[config.mk]
export PLATFORM = sky130hd
export DESIGN_NAME = ej32_ifetch
export DESIGN_NICKNAME = d
export VERILOG_FILES = /design/src/rtl/ej32_ifetch.sv
export SDC_FILE = /design/constraint.sdc
export NUM_CORES = 1
export LEC_CHECK = 0
export CORE_UTILIZATION = 54
export DETAILED_ROUTE_END_ITERATION = 10
export GPL_TIMING_DRIVEN = 0
export HOLD_SLACK_MARGIN = 0.05
export PLACE_DENSITY = 0.86
export SLEW_MARGIN = 40
export SYNTH_ARGS = -nofsm -noshare
export SYNTH_HDL_FRONTEND = slang
export SYNTH_SLANG_ARGS = --single-unit
[constraint.sdc]
create_clock -name clk -period 3.71 [get_ports clk]
set_clock_uncertainty 0.1 [all_clocks]
set_input_delay 1.113 -clock clk [delete_from_list [all_inputs] [get_ports clk]]
set_output_delay 1.113 -clock clk [all_outputs]
set_load 0.1 [all_outputs]
[src/rtl/ej32_ifetch.sv]
// eJ32 bytecode fetch: reads opcode/operand bytes, assembles a big-endian argument, presents one instruction.
// Define EJ32_FVM_EXT_EN to decode the FVM extended opcodes (0xca-0xd1) instead of flagging them as errors.
module ej32_ifetch #(
    parameter int              ASZ    = 16,
    parameter int              DSZ    = 32,
    parameter logic [ASZ-1:0]  RST_PC = '0
) (
    input  logic           clk,
    input  logic           rst,
    output logic           mem_req,
    output logic [ASZ-1:0] mem_adr,
    input  logic           mem_ack,
    input  logic [7:0]     mem_data,
    input  logic           jmp,
    input  logic [ASZ-1:0] jmp_pc,
    output logic           out_valid,
    input  logic           out_ready,
    output logic [7:0]     out_op,
    output logic [DSZ-1:0] out_arg,
    output logic [2:0]     out_len,
    output logic [ASZ-1:0] out_pc,
    output logic           out_err
);

    typedef enum logic [1:0] {S_OP, S_ARG, S_OUT} state_t;

    typedef enum logic [7:0] {
        OP_NOP          = 8'h00, OP_BIPUSH      = 8'h10, OP_SIPUSH     = 8'h11,
        OP_LDC          = 8'h12, OP_LDC_W       = 8'h13, OP_LDC2_W     = 8'h14,
        OP_IINC         = 8'h84, OP_GOTO        = 8'ha7, OP_JSR        = 8'ha8,
        OP_RET          = 8'ha9, OP_TABLESWITCH = 8'haa, OP_LOOKUPSW   = 8'hab,
        OP_INVOKEINTF   = 8'hb9, OP_INVOKEDYN   = 8'hba, OP_JNEW       = 8'hbb,
        OP_NEWARRAY     = 8'hbc, OP_ANEWARRAY   = 8'hbd, OP_CHECKCAST  = 8'hc0,
        OP_INSTANCEOF   = 8'hc1, OP_WIDE        = 8'hc4, OP_MULTIANEW  = 8'hc5,
        OP_IFNULL       = 8'hc6, OP_IFNONNULL   = 8'hc7, OP_GOTO_W     = 8'hc8,
        OP_JSR_W        = 8'hc9, OP_DONEXT      = 8'hca, OP_LDI        = 8'hcb,
        OP_POPR         = 8'hcc, OP_PUSHR       = 8'hcd, OP_DUPR       = 8'hce,
        OP_EXT          = 8'hcf, OP_GET         = 8'hd0, OP_PUT        = 8'hd1,
        OP_INVALID      = 8'hff
    } opcode_t;

    state_t         r_state;
    logic [ASZ-1:0] r_pc;
    logic           r_mem_req;
    logic [2:0]     r_cnt;
    logic           r_sgn;
    logic           r_out_valid;
    logic [7:0]     r_out_op;
    logic [DSZ-1:0] r_out_arg;
    logic [2:0]     r_out_len;
    logic [ASZ-1:0] r_out_pc;
    logic           r_out_err;

    logic [2:0]     w_len;
    logic           w_sgn;
    logic           w_err;
    logic [DSZ-1:0] w_shift;

    // NOTE: every decode output gets a default first so no path leaves a latch behind.
    always_comb begin
        w_len = 3'd0;
        w_sgn = 1'b0;
        w_err = 1'b0;
        case (mem_data) inside
            OP_BIPUSH:                                       begin w_len = 3'd1; w_sgn = 1'b1; end
            OP_LDC, [8'h15:8'h19], [8'h36:8'h3a], OP_RET,
            OP_NEWARRAY:                                     w_len = 3'd1;
            OP_SIPUSH, [8'h99:8'ha6], OP_GOTO, OP_JSR,
            OP_IFNULL, OP_IFNONNULL:                         begin w_len = 3'd2; w_sgn = 1'b1; end
            OP_LDC_W, OP_LDC2_W, OP_IINC, [8'hb2:8'hb8], OP_JNEW,
            OP_ANEWARRAY, OP_CHECKCAST, OP_INSTANCEOF:       w_len = 3'd2;
            OP_MULTIANEW:                                    w_len = 3'd3;
            OP_INVOKEINTF, OP_INVOKEDYN, OP_GOTO_W, OP_JSR_W: w_len = 3'd4;
`ifdef EJ32_FVM_EXT_EN
            OP_DONEXT:                                       begin w_len = 3'd2; w_sgn = 1'b1; end
            OP_LDI:                                          w_len = 3'd4;
`else
            [OP_DONEXT:OP_PUT]:                              w_err = 1'b1;
`endif
            OP_TABLESWITCH, OP_LOOKUPSW, OP_WIDE, OP_INVALID: w_err = 1'b1;
            default: ;
        endcase
    end

    // The presented argument register doubles as the operand shift accumulator.
    assign w_shift = {r_out_arg[DSZ-9:0], mem_data};

    function automatic logic [DSZ-1:0] extend(input logic [DSZ-1:0] v, input logic [2:0] n,
                                              input logic sgn);
        logic top;
        case (n)
            3'd1:    top = v[7];
            3'd2:    top = v[15];
            3'd3:    top = v[23];
            default: top = v[DSZ-1];
        endcase
        return (sgn && top) ? (v | ({DSZ{1'b1}} << {n, 3'b000})) : v;
    endfunction

    // NOTE: sequential state uses non-blocking assignments so every register samples pre-edge values.
    always_ff @(posedge clk or negedge rst) begin
        if (!rst) begin
            r_state     <= S_OP;
            r_pc        <= RST_PC;
            r_mem_req   <= 1'b0;
            r_cnt       <= 3'd0;
            r_sgn       <= 1'b0;
            r_out_valid <= 1'b0;
            r_out_op    <= 8'h00;
            r_out_arg   <= '0;
            r_out_len   <= 3'd0;
            r_out_pc    <= '0;
            r_out_err   <= 1'b0;
        end else if (jmp) begin
            // Redirect wins over any same-cycle ack; an accepted transfer needs no extra action.
            r_state     <= S_OP;
            r_pc        <= jmp_pc;
            r_mem_req   <= 1'b1;
            r_cnt       <= 3'd0;
            r_out_valid <= 1'b0;
        end else begin
            case (r_state)
                S_OP: begin
                    if (r_mem_req && mem_ack) begin
                        r_out_op  <= mem_data;
                        r_out_pc  <= r_pc;
                        r_out_len <= w_len;
                        r_out_err <= w_err;
                        r_out_arg <= '0;
                        r_sgn     <= w_sgn;
                        r_cnt     <= w_len;
                        r_pc      <= r_pc + 1'b1;
                        if (w_len == 3'd0) begin
                            r_out_valid <= 1'b1;
                            r_mem_req   <= 1'b0;
                            r_state     <= S_OUT;
                        end else begin
                            r_state <= S_ARG;
                        end
                    end else begin
                        r_mem_req <= 1'b1;
                    end
                end
                S_ARG: begin
                    if (mem_ack) begin
                        r_pc  <= r_pc + 1'b1;
                        r_cnt <= r_cnt - 1'b1;
                        if (r_cnt == 3'd1) begin
                            r_out_arg   <= extend(w_shift, r_out_len, r_sgn);
                            r_out_valid <= 1'b1;
                            r_mem_req   <= 1'b0;
                            r_state     <= S_OUT;
                        end else begin
                            r_out_arg <= w_shift;
                        end
                    end
                end
                S_OUT: begin
                    if (out_ready) begin
                        r_out_valid <= 1'b0;
                        r_mem_req   <= 1'b1;
                        r_state     <= S_OP;
                    end
                end
                default: r_state <= S_OP;
            endcase
        end
    end

    assign mem_req   = r_mem_req;
    assign mem_adr   = r_pc;
    assign out_valid = r_out_valid;
    assign out_op    = r_out_op;
    assign out_arg   = r_out_arg;
    assign out_len   = r_out_len;
    assign out_pc    = r_out_pc;
    assign out_err   = r_out_err;

endmodule

==> out/qor.csv <==
stage,metric,value,unit
synth,synth_seq_cells,84,
clocking,cts_tree,built,
clocking,cts_resized,0,
pwr,power_frac_comb,51.6,%
flow_run,maxCapViolations,0,
placed_design,gp_congestion,0.952,
sta,slew_headroom,56.6,%
clocking,clkLatencyLatePin,370,ps
sta,slew_violations,0,
synth,synth.most_common_cell,dfrtp_1,
synth,syn_nets,494,
die,dieWidth,92.9,um
pwr,clock_power_share,19.1,%
worst_setup_path,cp_slowest_cell,clkdlybuf4s50_1,
sta,min_period,2900,ps
synth,syn_avg_cell_area,9.73,um2
synth,yosysTopAreaCell,dfrtp_1,
layout,fin_util,70.2,%
worst_setup_path,cp_max_fo,10,
min_path,worstHoldPathType,flip-flop to flip-flop,
layout,layout-drive-gt1-share,28.0,%
synth,yosysWarnings,0,
global_route,grt_first_pass_wirelength,18.2,mm
layout,ff_latch_area,2100,um2
sta,tightest_slew,651,ps
die,fp.dieH,92.9,um
pwr,power_switching,2240,uW
global_route,track_usage,26.9,%
die,design.die.area,8640,um2
synth,yosysTopAreaCellShare,47.1,%
synth,seq_area_frac_synth,47.1,%
drt,routed_wirelength,11.2,mm
clocking,htreeDepth,3,
synth,synth_common_cells,"84 x dfrtp_1, 74 x nand2_1, 59 x o21ai_1",
worst_setup_path,cp_cell_sequence,clkdlybuf4s50_1 > buf_6 > nor3_1 > o211ai_2 > o211ai_1 > a211oi_2 > and2_4 > o21ai_1,
sta,hold_violations,0,
worst_setup_path,cp_top_family,buffers and inverters,
clocking,cts_num_sinks,84,
clocking,cts_made_buffers,9,
drt,drc,0,
die,coreArea,7850,um2
synth,synth_edf_count,0,
die,fp-row-count,32,
placed_design,dp_hpwl,7.99,mm
layout,stdcell_area,5510,um2
die,initial_utilization,56.9,%
layout,multi_input_area,2140,um2
sta,setup_violations,0,
clocking,post-cts-setup-buffer-count,0,
drt,routedWlPerCell,16.5,um
drt,drt-initial-drc-count,191,
worst_setup_path,cp_data_arrival_time,3040,ps
global_route,grt_pass1_vias,3760,
layout,syn2layout_area_growth,23.4,%
synth,synth-async-reset-ratio,100,%
pwr,pwr-share-seq,29.3,%
layout,fillers,636,
synth,synthTopCellsByArea,"dfrtp_1 47%, o21ai_1 6.6%, nand2_1 6.2%",
global_route,grt_max_degree,54,
layout,final_nets,609,
sta,rsz0062_at_grt,false,
worst_setup_path,critical_path.max_stage_delay,690,ps
clocking,cts_hold_buf,0,
drt,drt_pre_antenna_iters,4,
synth,synth_cell_type_count,65,
sta,clock.fmax,344,MHz
drt,drtAntennaViolNets,0,
pwr,irDropWorstVdd,0.635,mV
global_route,antenna_found_initial,0,
worst_setup_path,start_kind,primary input,
sta,fin_crit_sh,78.3,%
synth,ys.flop_type,dfrtp_1,
synth,synthCells,459,
outcome,status,completed,
worst_setup_path,cp-end-kind,flip-flop,
clocking,clk_path_buf_depth,2,
placed_design,dpl_cell_area,5260,um2
global_route,grt-ovfl-total,0,
placed_design,port_buffers,103,
worst_setup_path,crit_buf_inv,2,
drt,via_count,3856,
clocking,clkTransAtPathRegs,80,ps
synth,synthesis.area,4470,um2
clocking,clock-root-buffer,clkbuf_8,
die,io_pins,107,
pwr,intPower,2000,uW
worst_setup_path,crit_required,3840,ps
layout,n_antenna_cell,0,
drt,avgViaCountPerCell,5.66,
pwr,power.leakage,0.00245,uW
pwr,power-per-cell-area,770,nW/um2
worst_setup_path,critical_path_class,primary input to flip-flop,
pwr,p_sw_share,52.8,%
## final cells by class
cell class | instances | area share, %
multi-input cells | 333 | 38.8
flip-flops and latches | 84 | 38.1
repair buffers | 104 | 12.1
plain buffers | 32 | 3.41
clock buffers | 11 | 2.57
well taps | 102 | 2.32
clock inverters | 5 | 1.95
inverters | 10 | 0.681
## cells by family after synthesis
family | after synthesis | synth area share [%]
adders and majority gates | 6 | 1.68
DFF | 84 | 47.1
buffers and inverters | 42 | 5.04
AOI/OAI and AO/OA | 134 | 18.0
xor gates and xnor gates | 17 | 3.33
muxes | 26 | 6.47
and+or+nand+nor | 150 | 18.4
## metal layers
metal | global-route usage, % | vias up | routed length [um]
met5 | 0 | - | 0
met1 | 34.9 | 1873 | 4940
met4 | 11.5 | 0 | 261
met3 | 4.02 | 25 | 476
met2 | 44.8 | 116 | 5540
li1 | - | 1842 | -
## worst min-delay path, delay by kind of cell (launching register included)
family             cells  cell delay [ps]
DFF                    1              350
AOI/OAI and AO/OA      1               60
and+or+nand+nor        1               40
## power groups by stage
stage          Combinational (uW)  Sequential [uW]  Clock (uW)
4_1_cts                      2190             1240         820
3_3_place_gp                 2330             1250           0
2_1_floorplan                 508             2540           0
3_5_place_dp                 2180             1260           0
6_report                     2190             1240         809
5_1_grt                      2280             1270         853
## placed cells by master (no fill, tap or decap), types with 5 or more instances in the layout
cell type / instances
nor2b_1: 6
clkbuf_8: 10
nand3_1: 7
nor3_1: 6
dfrtp_1: 84
nand2_1: 74
xnor2_1: 12
o21ai_1: 59
a21oi_1: 9
ha_1: 6
buf_6: 7
o21ai_0: 36
clkdlybuf4s50_1: 24
xor2_1: 5
and2_1: 7
inv_1: 10
mux2_2: 19
clkbuf_1: 11
mux2i_1: 6
nor2_1: 12
buf_2: 90
## through the flow
stage	hold WS [ps]	TNS, ps	instances	setup slack [ps]	total power [uW]
2_1_floorplan	342	0	459	1170	3050
3_3_place_gp	358	-124040	664	-1480	3580
3_5_place_dp	364	0	665	467	3440
4_1_cts	382	0	681	815	4260
5_1_grt	414	0	681	687	4400
6_report	377	0	681	805	4240
## state kept, by name, indices dropped and copies added, names as in the netlist
register and count:
mem_adr 16, mem_req 1, out_arg 32, out_err 1, out_len 3, out_op 8
out_pc 16, out_valid 1, r_cnt 3, r_sgn 1, r_state 2
## path summary, 6_finish.rpt
check / from / endpoint / slack (ps) / depth (start not counted)
setup / recovery: mem_data[5] / out_valid / 810 / 8
hold / removal: r_sgn / r_sgn / 380 / 2
setup reg to reg: r_state[0] / out_arg[31] / 1410 / 10
hold reg to reg: r_sgn / r_sgn / 380 / 2
max in group asynchronous: rst / r_cnt[1] / 2430 / 2
min in group asynchronous: rst / out_arg[27] / 520 / 1
Note: power is estimated with default switching activity, not from simulation.
